### config.mk
export PLATFORM = sky130hd
export DESIGN_NAME = pwm_duty_meter
export DESIGN_NICKNAME = d
export VERILOG_FILES = /design/src/rtl/pwm_duty_meter.sv
export SDC_FILE = /design/constraint.sdc
export NUM_CORES = 1
export LEC_CHECK = 0
export BUFFER_PORTS_ARGS = -buffer_cell sky130_fd_sc_hd__buf_2
export CAP_MARGIN = 5
export CORE_AREA = 8 8 69 71
export DETAILED_ROUTE_END_ITERATION = 10
export DIE_AREA = 0 0 77 79
export PLACE_DENSITY = 0.69
export SLEW_MARGIN = 20
export SYNTH_ARGS = -nofsm -noshare
export SYNTH_HDL_FRONTEND = slang
export SYNTH_SLANG_ARGS = --single-unit
### constraint.sdc
create_clock -name clk -period 1.5 [get_ports clk]
set_clock_uncertainty 0.05 [all_clocks]
set_input_delay 0.3 -clock clk [delete_from_list [all_inputs] [get_ports clk]]
set_output_delay 0.3 -clock clk [all_outputs]
set_load 0.02 [all_outputs]
### src/rtl/pwm_duty_meter.sv
// PWM high-time/period meter with stuck-input detection for PWM loopback self-test.
// Optional build macro PWM_METER_AVG_EN: report 4-period averages instead of per-period results.
module pwm_duty_meter #(
   parameter int bit_width = 8,
   parameter int CNT_W     = bit_width + 1
) (
   input  logic             clk,
   input  logic             rst_n,
   input  logic             pwm_in,
   output logic [CNT_W-1:0] high_out,
   output logic [CNT_W-1:0] period_out,
   output logic             valid,
   output logic             stuck,
   output logic             stuck_level
);
   typedef enum logic {ARM = 1'b0, MEASURE = 1'b1} state_t;

   localparam logic [CNT_W-1:0] CNT_ONE = CNT_W'(1);
   localparam logic [CNT_W-1:0] CNT_MAX = {CNT_W{1'b1}};

   state_t           state_q;
   logic             s1_q, s2_q, s3_q;
   logic [CNT_W-1:0] per_cnt_q, hi_cnt_q;
   logic [CNT_W-1:0] per_cnt_d, hi_cnt_d;
   logic             rise;

   assign rise      = s2_q & ~s3_q;
   assign per_cnt_d = per_cnt_q + CNT_ONE;
   assign hi_cnt_d  = hi_cnt_q + {{(CNT_W-1){1'b0}}, s2_q};

`ifdef PWM_METER_AVG_EN
   // Two extra bits hold the sum of four full-scale periods without overflow.
   logic [CNT_W+1:0] acc_hi_q, acc_per_q;
   logic [CNT_W+1:0] acc_hi_d, acc_per_d;
   logic [1:0]       idx_q;

   assign acc_hi_d  = acc_hi_q  + {2'b00, hi_cnt_q};
   assign acc_per_d = acc_per_q + {2'b00, per_cnt_q};
`endif

   always_ff @(posedge clk or negedge rst_n) begin
      if (!rst_n) begin
         state_q     <= ARM;
         s1_q        <= 1'b0;
         s2_q        <= 1'b0;
         s3_q        <= 1'b0;
         per_cnt_q   <= '0;
         hi_cnt_q    <= '0;
         high_out    <= '0;
         period_out  <= '0;
         valid       <= 1'b0;
         stuck       <= 1'b0;
         stuck_level <= 1'b0;
`ifdef PWM_METER_AVG_EN
         acc_hi_q    <= '0;
         acc_per_q   <= '0;
         idx_q       <= '0;
`endif
      end else begin
         s1_q  <= pwm_in;
         s2_q  <= s1_q;
         s3_q  <= s2_q;
         valid <= 1'b0;
         if (rise) begin
            // The rise cycle itself is the first (high) cycle of the new period.
            per_cnt_q <= CNT_ONE;
            hi_cnt_q  <= CNT_ONE;
            if (state_q == ARM) begin
               stuck   <= 1'b0;
               state_q <= MEASURE;
            end else begin
`ifdef PWM_METER_AVG_EN
               idx_q <= idx_q + 2'd1;
               if (idx_q == 2'd3) begin
                  high_out   <= CNT_W'(acc_hi_d >> 2);
                  period_out <= CNT_W'(acc_per_d >> 2);
                  valid      <= 1'b1;
                  acc_hi_q   <= '0;
                  acc_per_q  <= '0;
               end else begin
                  acc_hi_q   <= acc_hi_d;
                  acc_per_q  <= acc_per_d;
               end
`else
               high_out   <= hi_cnt_q;
               period_out <= per_cnt_q;
               valid      <= 1'b1;
`endif
            end
         end else if (per_cnt_q == CNT_MAX) begin
            // Timeout fires before the counter can wrap; results keep their last values.
            stuck       <= 1'b1;
            stuck_level <= s2_q;
            state_q     <= ARM;
            per_cnt_q   <= '0;
            hi_cnt_q    <= '0;
`ifdef PWM_METER_AVG_EN
            acc_hi_q    <= '0;
            acc_per_q   <= '0;
            idx_q       <= '0;
`endif
         end else begin
            per_cnt_q <= per_cnt_d;
            hi_cnt_q  <= hi_cnt_d;
         end
      end
   end

endmodule

==> results.py, run 1 <==
metrics = {
    "critical_path": {
        "critPathLaunchType": "flop",
        "critPathTopFamily": "simple AND/OR/NAND/NOR gates",
        "required_ns": 1.63,
        "reg2reg_slack_ns": 0.02,
        "cp_num_buf_inv": 1,
        "critical_path_class": "reg -> reg",
        "r2r_end": "period_out[5]",
        "cp_cell_sequence": "buf_4 > nor2b_4 > nand2_4 > mux2_2",
        "r2r_cells": 4,
        "path_max_fanout": 19,
        "r2r_start": "s2_q",
        "max_stage_delay_ns": 0.39,
        "endpoint_kind": "flop",
        "cp_slowest_cell": "dfrtp_1",
        "crit_arrival_ns": 1.61,
    },
    "outcome": {
        "status": "finished clean",
    },
    "timing": {
        "slew_headroom_pct": 78.9,
        "drv_slew": 0,
        "timing.setup.tns_ns": 0,
        "setup_viol": 0,
        "tightest_slew_ns": 0.316,
        "max_freq_mhz": 675,
        "period_needed_ns": 1.48,
        "rsz0062_at_grt": "true",
        "fin_crit_sh_pct": 98.8,
        "hold_viol": 0,
    },
    "yosys": {
        "syn_area_um2": 1750,
        "syn_nets": 140,
        "ys_top_cells_by_area": "dfrtp_1 61%, mux2_4 7.7%, mux2_2 5.8%",
        "yosysWarnings": 0,
        "yosys_register_bits": 43,
        "syn_avg_cell_area_um2": 13.2,
        "syn-instance-count": 133,
        "synth_top_area_share_pct": 61.4,
        "synth_cell_type_count": 23,
        "yosys.area.top_type": "dfrtp_1",
        "ys_seq_area_share_pct": 61.4,
    },
    "final_layout": {
        "seqCellArea_um2": 1080,
        "final_util_pct": 57.7,
        "drive_gt1_share_pct": 45.7,
        "multiInputGateArea_um2": 712,
        "area_delta_synth_final_pct": 25.1,
        "diodes": 0,
        "final_nets": 182,
        "nFillCells": 323,
        "instances_no_fill": 225,
    },
    "cts": {
        "htreeDepth": 2,
        "cts_tree": "built",
        "clock_latency_ns": 0.29,
        "root_buffer": "clkbuf_8",
        "clock_sinks": 43,
        "clkTransAtPathRegs_ns": 0.07,
        "clockBufferDepth": 2,
        "cts_buffers": 5,
    },
    "detailed_routing": {
        "drt-total-wl_um": 3290,
        "antenna_left": 0,
        "num_vias": 1173,
        "first_pass_iters": 4,
        "wl_per_cell_um": 14.6,
        "drt_iter0_drc": 90,
        "drc_errors": 0,
        "avgViaCountPerCell": 5.21,
    },
    "pwr": {
        "pwr-share-comb_pct": 24.8,
        "p_int_mw": 2.05,
        "power_density_nw_per_um2": 1330,
        "p_leak_nw": 1.07,
        "pwr-share-clk_pct": 24.5,
        "p_switching_uw": 867,
        "seqPwrFrac_pct": 50.7,
        "peakVddDrop_mv": 0.638,
        "switching_share_pct": 29.7,
    },
    "global_routing": {
        "grt_max_degree": 44,
        "busiest_layer": "met2",
        "gr-usage-met1_pct": 12.0,
        "grt_overflow": 0,
        "antenna_found_initial": 0,
        "grt_usage_pct": 10.9,
        "first_global_vias": 1188,
        "grt_pass1_wl_um": 5370,
        "grt_use_met3_pct": 5.30,
        "grt_use_met2_pct": 17.8,
    },
    "hold_path": {
        "min_delay_path_depth": 1,
        "hp-class": "in -> reg",
        "worstHoldEndpoint": "s1_q",
        "hold_start": "pwm_in",
    },
    "floorplanning": {
        "rows": 23,
        "dieArea_um2": 6080,
        "die_w_um": 77,
        "initial_core_util_pct": 46.1,
        "core_area_um2": 3800,
        "io_pins": 24,
        "die_h_um": 79,
    },
    "place": {
        "gp_congestion": 0.777,
        "dpl.hpwl_um": 2250,
        "place_inst": 215,
        "portBuffers": 23,
    },
    "job": {
        "cap_viol_max_count": 0,
    },
}
-- cell usage after synthesis --
cell / n
a21o_1: 2
nand2_1: 6
and3_1: 2
nor2b_4: 1
nand2b_1: 1
buf_2: 1
nand3_1: 6
nand3_2: 1
nand4_1: 3
mux2_4: 9
xor2_1: 4
dfrtp_1: 43
mux2_2: 9
nor2_1: 8
and2_1: 1
o21ai_0: 9
buf_6: 1
or3_1: 7
nand2_4: 1
a21oi_1: 9
xnor2_1: 2
inv_1: 3
ha_1: 4
-- what timing repair did --
| action | 4_1_cts | 5_1_grt |
|---|---|---|
| buffers inserted | 2 | 0 |
| resized for setup | 2 | 16 |
| hold endpoints to repair | 43 | 0 |
| endpoints found under the setup margin | 13 | 25 |
| pin swaps | 0 | 4 |
| hold buffers | 1 | 0 |
-- worst max-delay path by stage --
stage / end / slack [ns] / depth (start not counted) / startpoint
final: period_out[5] / 0.02 / 4 / s2_q
after CTS: period_out[5] / 0.01 / 4 / s2_q
after floorplan: per_cnt_q[5] / 0.01 / 8 / per_cnt_q[0]
after global routing: hi_cnt_q[2] / -0.06 / 8 / per_cnt_q[0]
after detailed placement: hi_cnt_q[8] / -0.01 / 8 / per_cnt_q[0]
after global placement: hi_cnt_q[6] / 0.02 / 8 / per_cnt_q[0]
-- layout make-up --
cell class                 instances  share of cell area, %
clock inverter                     1                  0.228
inverter                           3                  0.514
clock buffer                       6                   3.77
multi-input combinational         85                   32.5
timing repair buffer              37                   11.1
tap                               50                   2.85
sequential                        43                   49.1
-- per-layer routing --
metal	up-vias	share of wire (%)
li1	548	-
met1	588	41
met2	29	51
met3	8	6.7
met4	0	1.8
met5	-	0
-- power by group through the flow --
stage | clock network (mW) | logic (mW) | registers, mW
after floorplan | 0 | 0.274 | 1.61
after CTS | 0.747 | 0.670 | 1.47
after detailed placement | 0 | 0.664 | 1.49
final | 0.715 | 0.723 | 1.48
after global routing | 0.793 | 0.791 | 1.51
after global placement | 0 | 0.648 | 1.49
-- stage by stage --
| step | instance area, um^2 | hold WS [ns] | setup slack, ns | power [mW] |
|---|---|---|---|---|
| floorplan | 1760 | -0.0456 | 0.0143 | 1.88 |
| global placement | 2010 | 0.238 | 0.0217 | 2.13 |
| detailed placement | 2010 | 0.246 | -0.0110 | 2.15 |
| CTS | 2130 | 0.0611 | 0.0113 | 2.89 |
| global route | 2190 | 0.0597 | -0.0640 | 3.09 |
| finish | 2190 | 0.0642 | 0.0185 | 2.92 |
-- layout by cell type, fill, tap and decap left out, types with 2 or more instances in the layout --
cell and instances:
dfrtp_1 43, buf_2 23, buf_4 10, o21ai_0 9, mux2_4 9, mux2_2 9
or3_1 7, clkbuf_8 6, nand3_1 5, nand2_1 5, a21oi_1 5, nor2_2 4
a21oi_2 4, xor2_1 4, nand4_1 3, nor2_1 3, nand3_2 2, xnor2_1 2
a21o_1 2, inv_1 2, ha_2 2, buf_6 2
-- cell families after synthesis --
family	count (synthesis)	share of synthesized area, %
AO/OA/AOI/OAI	20	6.00
adder cells (fa/ha/maj)	4	2.86
XOR/XNOR	6	3.00
multiplexers	18	13.5
buffers and inverters	5	1.57
AND/OR/NAND/NOR	37	11.7
flip-flops	43	61.4
-- state kept, by name, indices dropped and copies added (netlist names) --
signal / count
s3_q: 1
stuck: 1
stuck_level: 1
valid: 1
period_out: 9
s1_q: 1
state_q: 1
s2_q: 1
per_cnt_q: 9
high_out: 9
hi_cnt_q: 9
No activity file was read; power rests on OpenSTA's default activity.
==> run 2, diff against run 1 <==
==> constraint.sdc (replaced) <==
create_clock -name clk -period 1.23 [get_ports clk]
set_clock_uncertainty 0.05 [all_clocks]
set_input_delay 0.246 -clock clk [delete_from_list [all_inputs] [get_ports clk]]
set_output_delay 0.246 -clock clk [all_outputs]
set_load 0.02 [all_outputs]
==> run 2 against run 1 <==
The flow now finishes with violations (setup timing). Sequential share of layout area fell by 5.7 points. Sequential power rose by 22%. Clock power rose by 19%. Worst hold slack improved by 0.24 ns. Critical endpoint is now hi_cnt_q[4]. Largest power group unchanged.
==> results.py, run 2 (synthesis results as in run 1) <==
metrics = {
    "final_layout": {
        "final_nets": 197,
        "design_area_um2": 2480,
        "mostFrequentLayoutCells": "43 x dfrtp_1, 23 x buf_2, 21 x buf_4",
        "drive_gt1_share_pct": 52.9,
        "area_delta_synth_final_pct": 41.4,
        "instances_no_fill": 241,
        "diodes": 0,
        "final_util_pct": 65.3,
        "layout_commonest_cell": "dfrtp_1",
        "seqCellArea_um2": 1080,
        "nFillCells": 302,
        "multiInputGateArea_um2": 851,
    },
    "detailed_routing": {
        "drt-total-wl_um": 3880,
        "antenna_left": 0,
        "drc_errors": 0,
        "avgViaCountPerCell": 5.23,
        "wl_per_cell_um": 16.1,
        "drt_iter0_drc": 69,
        "num_vias": 1260,
        "first_pass_iters": 4,
    },
    "place": {
        "place_inst": 227,
        "gp_congestion": 0.782,
        "portBuffers": 23,
        "placed_area_um2": 2160,
        "dpl.hpwl_um": 2510,
    },
    "timing": {
        "fin_ws_ns": -0.190,
        "period_needed_ns": 1.42,
        "setup_viol": 39,
        "tightest_slew_ns": 0.234,
        "slew_headroom_pct": 84.2,
        "rsz0062_at_grt": "true",
        "max_freq_mhz": 704,
        "drv_slew": 0,
        "hold_viol": 0,
        "timing.hold.ws_ns": 0.301,
        "fin_crit_sh_pct": 115,
    },
    "cts": {
        "clock_sinks": 43,
        "clkTransAtPathRegs_ns": 0.08,
        "clock_latency_ns": 0.29,
        "htreeDepth": 2,
        "cts_tree": "built",
        "root_buffer": "clkbuf_8",
        "clockBufferDepth": 2,
        "cts_buffers": 5,
    },
    "floorplanning": {
        "core_area_um2": 3800,
        "die_w_um": 77,
        "dieArea_um2": 6080,
        "die_h_um": 79,
        "rows": 23,
        "initial_core_util_pct": 46.1,
        "io_pins": 24,
    },
    "critical_path": {
        "max_stage_delay_ns": 0.38,
        "cp_cell_sequence": "buf_4 > ha_4 > ha_4 > buf_4 > nand3_2 > xor2_1 > nor2_1",
        "r2r_start": "s2_q",
        "r2r_cells": 7,
        "critPathLaunchType": "flop",
        "cp_slowest_cell": "dfrtp_1",
        "crit_arrival_ns": 1.56,
        "r2r_end": "hi_cnt_q[4]",
        "path_max_fanout": 3,
        "critical_path_class": "reg -> reg",
        "cp_num_buf_inv": 2,
        "required_ns": 1.37,
        "critPathTopFamily": "flip-flops",
        "endpoint_kind": "flop",
        "reg2reg_slack_ns": -0.19,
    },
    "global_routing": {
        "grt_usage_pct": 13.1,
        "antenna_found_initial": 0,
        "first_global_vias": 1350,
        "grt_max_degree": 44,
        "grt_pass1_wl_um": 6260,
        "grt_overflow": 0,
    },
    "pwr": {
        "peakVddDrop_mv": 0.869,
        "pwr-share-clk_pct": 22.6,
        "p_switching_mw": 1.15,
        "p_leak_nw": 1.22,
        "pwr-share-comb_pct": 29.6,
        "power_mw": 3.76,
        "power_density_nw_per_um2": 1520,
        "switching_share_pct": 30.5,
        "seqPwrFrac_pct": 47.9,
        "p_int_mw": 2.61,
    },
    "hold_path": {
        "worstHoldEndpoint": "s2_q",
        "min_delay_path_depth": 0,
        "hp-class": "reg -> reg",
        "hold_start": "s1_q",
    },
    "outcome": {
        "status": "finished with violations",
        "failed_checks": "setup timing",
    },
    "job": {
        "cap_viol_max_count": 0,
    },
}
[run 2: per-layer routing]
metal	vias up	part of all wire (%)	GRT usage, %
met5	-	0	0
met4	0	1.7	5.66
met3	5	4.8	5.08
met2	32	53	22.7
met1	642	41	14.0
li1	581	-	-
[run 2: area by class of cell]
type	count	share of cell area (%)
well taps	50	2.52
clock inverters	1	0.202
clock buffers	7	3.08
inverters	3	0.656
multi-input cells	86	34.3
repair buffers	51	15.8
flip-flops and latches	43	43.4
[run 2: what timing repair did]
action	4_1_cts	5_1_grt
gates cloned	2	0
hold buffers	2	0
setup buffers	2	0
setup endpoints to repair	39	39
resized for setup	24	14
endpoints found under the hold margin	44	0
pin swaps	9	5
[run 2: metrics by stage]
stage | setup WS (ns) | TNS (ns)
final | -0.190 | -4.56
after global routing | -0.256 | -6.55
after CTS | -0.194 | -4.87
after detailed placement | -0.221 | -4.01
after global placement | -0.179 | -2.56
after floorplan | -0.177 | -3.04
[run 2: power groups by stage]
stage	Sequential [mW]	Clock, mW	Combinational [mW]
floorplan	1.98	0	0.362
global placement	1.80	0	0.950
detailed placement	1.82	0	0.985
CTS	1.80	0.889	1.10
global route	1.83	0.946	1.19
finish	1.80	0.849	1.11
[run 2: worst max-delay path by stage]
stage / startpoint / endpoint / slack (ns) / cells past startpoint
3_3_place_gp: s2_q / hi_cnt_q[8] / -0.18 / 5
6_report: s2_q / hi_cnt_q[4] / -0.19 / 7
2_1_floorplan: per_cnt_q[1] / per_cnt_q[5] / -0.18 / 8
5_1_grt: s2_q / hi_cnt_q[4] / -0.26 / 7
3_5_place_dp: per_cnt_q[1] / hi_cnt_q[4] / -0.22 / 7
4_1_cts: s2_q / hi_cnt_q[8] / -0.19 / 6
==> run 3, diff against run 2 <==
--- a/config.mk
+++ b/config.mk
@@ -5,11 +5,10 @@
 export SDC_FILE = /design/constraint.sdc
 export NUM_CORES = 1
 export LEC_CHECK = 0
-export BUFFER_PORTS_ARGS = -buffer_cell sky130_fd_sc_hd__buf_2
-export CAP_MARGIN = 5
-export CORE_AREA = 8 8 69 71
+export CORE_AREA = 8 8 66 68
 export DETAILED_ROUTE_END_ITERATION = 10
-export DIE_AREA = 0 0 77 79
+export DIE_AREA = 0 0 74 76
+export DONT_BUFFER_PORTS = 1
 export PLACE_DENSITY = 0.69
 export SLEW_MARGIN = 20
 export SYNTH_ARGS = -nofsm -noshare
==> run 3 against run 2 <==
Cell area decreased by 6.5%. First-iteration DRC count increased by 61%. The flow finishes with violations (hold timing, setup timing). Die area decreased by 7.5%. Worst hold slack got worse by 0.79 ns. Count of clock-buffer cells in the layout decreased by 1. Sequential cell count unchanged. Register-to-register slack about the same. Power decreased by 1.4%. Non-clock buffer count decreased by 24. Global-route usage increased by 0.48 points. Combinational power decreased by 27%. Largest cell class unchanged.
==> results.py, run 3 (synthesis results as in run 1) <==
metrics = {
    "critical_path": {
        "crit_end": "period_out[2]",
        "r2r_start": "s2_q",
        "critical_path_class": "reg -> reg",
        "crit_arrival_ns": 1.59,
        "r2r_cells": 5,
        "required_ns": 1.41,
        "endpoint_kind": "flop",
        "r2r_end": "period_out[2]",
        "reg2reg_slack_ns": -0.18,
        "path_max_fanout": 6,
        "worstSetupStartpoint": "s2_q",
        "critPathLaunchType": "flop",
    },
    "timing": {
        "drv_slew": 0,
        "rsz0062_at_grt": "true",
        "fin_crit_sh_pct": 114,
        "period_needed_ns": 1.41,
        "max_freq_mhz": 710,
        "timing.setup.tns_ns": -5.03,
        "tightest_slew_ns": 0.296,
        "timing.hold.ws_ns": -0.484,
        "hold_viol": 43,
        "fin_ws_ns": -0.177,
        "setup_viol": 39,
        "slew_headroom_pct": 80.3,
    },
    "pwr": {
        "peakVddDrop_mv": 0.644,
        "p_leak_nw": 1.06,
        "power_mw": 3.71,
        "power_density_nw_per_um2": 1600,
    },
    "final_layout": {
        "final_util_pct": 67.3,
        "diodes": 0,
        "seqCellArea_um2": 1080,
        "mostFrequentLayoutCells": "43 x dfrtp_1, 23 x buf_4, 11 x mux2_4",
        "nFillCells": 248,
        "area_delta_synth_final_pct": 32.2,
        "layout_commonest_cell": "dfrtp_1",
        "final_nets": 173,
        "drive_gt1_share_pct": 50.9,
        "multiInputGateArea_um2": 845,
    },
    "detailed_routing": {
        "num_vias": 1159,
        "wl_per_cell_um": 17.1,
        "antenna_left": 0,
        "avgViaCountPerCell": 5.39,
        "drt-total-wl_um": 3670,
        "first_pass_iters": 4,
        "drt_iter0_drc": 111,
        "drc_errors": 0,
    },
    "global_routing": {
        "grt_usage_pct": 13.6,
        "gr-usage-met1_pct": 15.7,
        "first_global_vias": 1213,
        "grt_overflow": 0,
        "grt_pass1_wl_um": 5940,
        "antenna_found_initial": 0,
        "grt_use_met3_pct": 5.26,
        "busiest_layer": "met2",
        "grt_use_met2_pct": 21.2,
        "grt_max_degree": 44,
    },
    "place": {
        "gp_congestion": 0.810,
        "dpl.hpwl_um": 2370,
        "portBuffers": 0,
    },
    "cts": {
        "root_buffer": "clkbuf_4",
        "cts_buffers": 5,
        "cts_hold_buf": 1,
        "clkTransAtPathRegs_ns": 0.13,
        "clockBufferDepth": 2,
        "clock_sinks": 43,
        "htreeDepth": 2,
        "cts_tree": "built",
        "clock_latency_ns": 0.35,
    },
    "floorplanning": {
        "core_area_um2": 3440,
        "die_w_um": 74,
        "die_h_um": 76,
        "initial_core_util_pct": 50.9,
        "dieArea_um2": 5620,
        "io_pins": 24,
        "rows": 22,
    },
    "job": {
        "cap_viol_max_count": 0,
    },
    "outcome": {
        "failed_checks": "hold timing, setup timing",
        "status": "finished with violations",
    },
    "hold_path": {
        "hp-class": "in -> async",
    },
}
[run 3: cell count changes in the layout (fill, tap and decap cells not counted), sizes merged]
| cell | previous run | this run |
|---|---|---|
| bufinv | 0 | 1 |
| clkbuf | 7 | 6 |
| dlygate4sd3 | 2 | 1 |
| buf | 49 | 26 |
[run 3: how the worst min path moves through the flow]
stage / slack [ns] / cells past startpoint / to / start
final: -0.48 / 0 / hi_cnt_q[6] / rst_n
after global routing: -0.52 / 0 / high_out[7] / rst_n
after CTS: -0.50 / 0 / high_out[7] / rst_n
after detailed placement: -0.1 / 0 / high_out[6] / rst_n
after global placement: -0.1 / 0 / high_out[6] / rst_n
after floorplan: -0.1 / 0 / hi_cnt_q[0] / rst_n
[run 3: timing repair]
action	in CTS	in global routing
setup buffers	3	1
resized for setup	27	10
pin swaps	13	6
endpoints found under the hold margin	44	43
cloned	1	0
endpoints found under the setup margin	36	39
[run 3: report_power, final]
part           leakage [nW]  total [mW]  switching, mW  internal [mW]
registers             0.564        1.98          0.350           1.63
clock network        0.0482       0.922          0.441          0.481
logic                 0.449       0.808          0.303          0.505
[run 3: metrics by stage]
step                      instance area (um^2)  worst slack, ns  cells  hold WS [ns]
final                                     2320           -0.177    215        -0.484
after global routing                      2320           -0.232    215        -0.519
after CTS                                 2270           -0.181    214        -0.501
after detailed placement                  2020           -0.235    201       -0.0984
after global placement                    2020           -0.187    201       -0.0984
after floorplan                           1800           -0.177    133       -0.0996
[run 3: layout make-up]
class	count	area share [%]
Clock buffer	6	2.21
Clock inverter	2	1.51
Inverter	3	0.702
Multi-Input combinational cell	86	36.4
Sequential cell	43	46.4
Tap cell	48	2.59
Timing Repair Buffer	27	10.1
[run 3: layer usage]
layer  wire length (um)  up-vias  share of wire, %
met2               1870       28                51
li1                   -      529                 -
met4                 78        0               2.1
met3                238        8               6.5
met5                  0        -                 0
met1               1480      594                40
[run 3: worst max-delay path, stage by stage (launching register included)]
cell and delay (ns):
dfrtp_1 0.41, buf_4 0.14, nor2b_4 0.13, nand2_4 0.12, buf_12 0.13, mux2_2 0.32
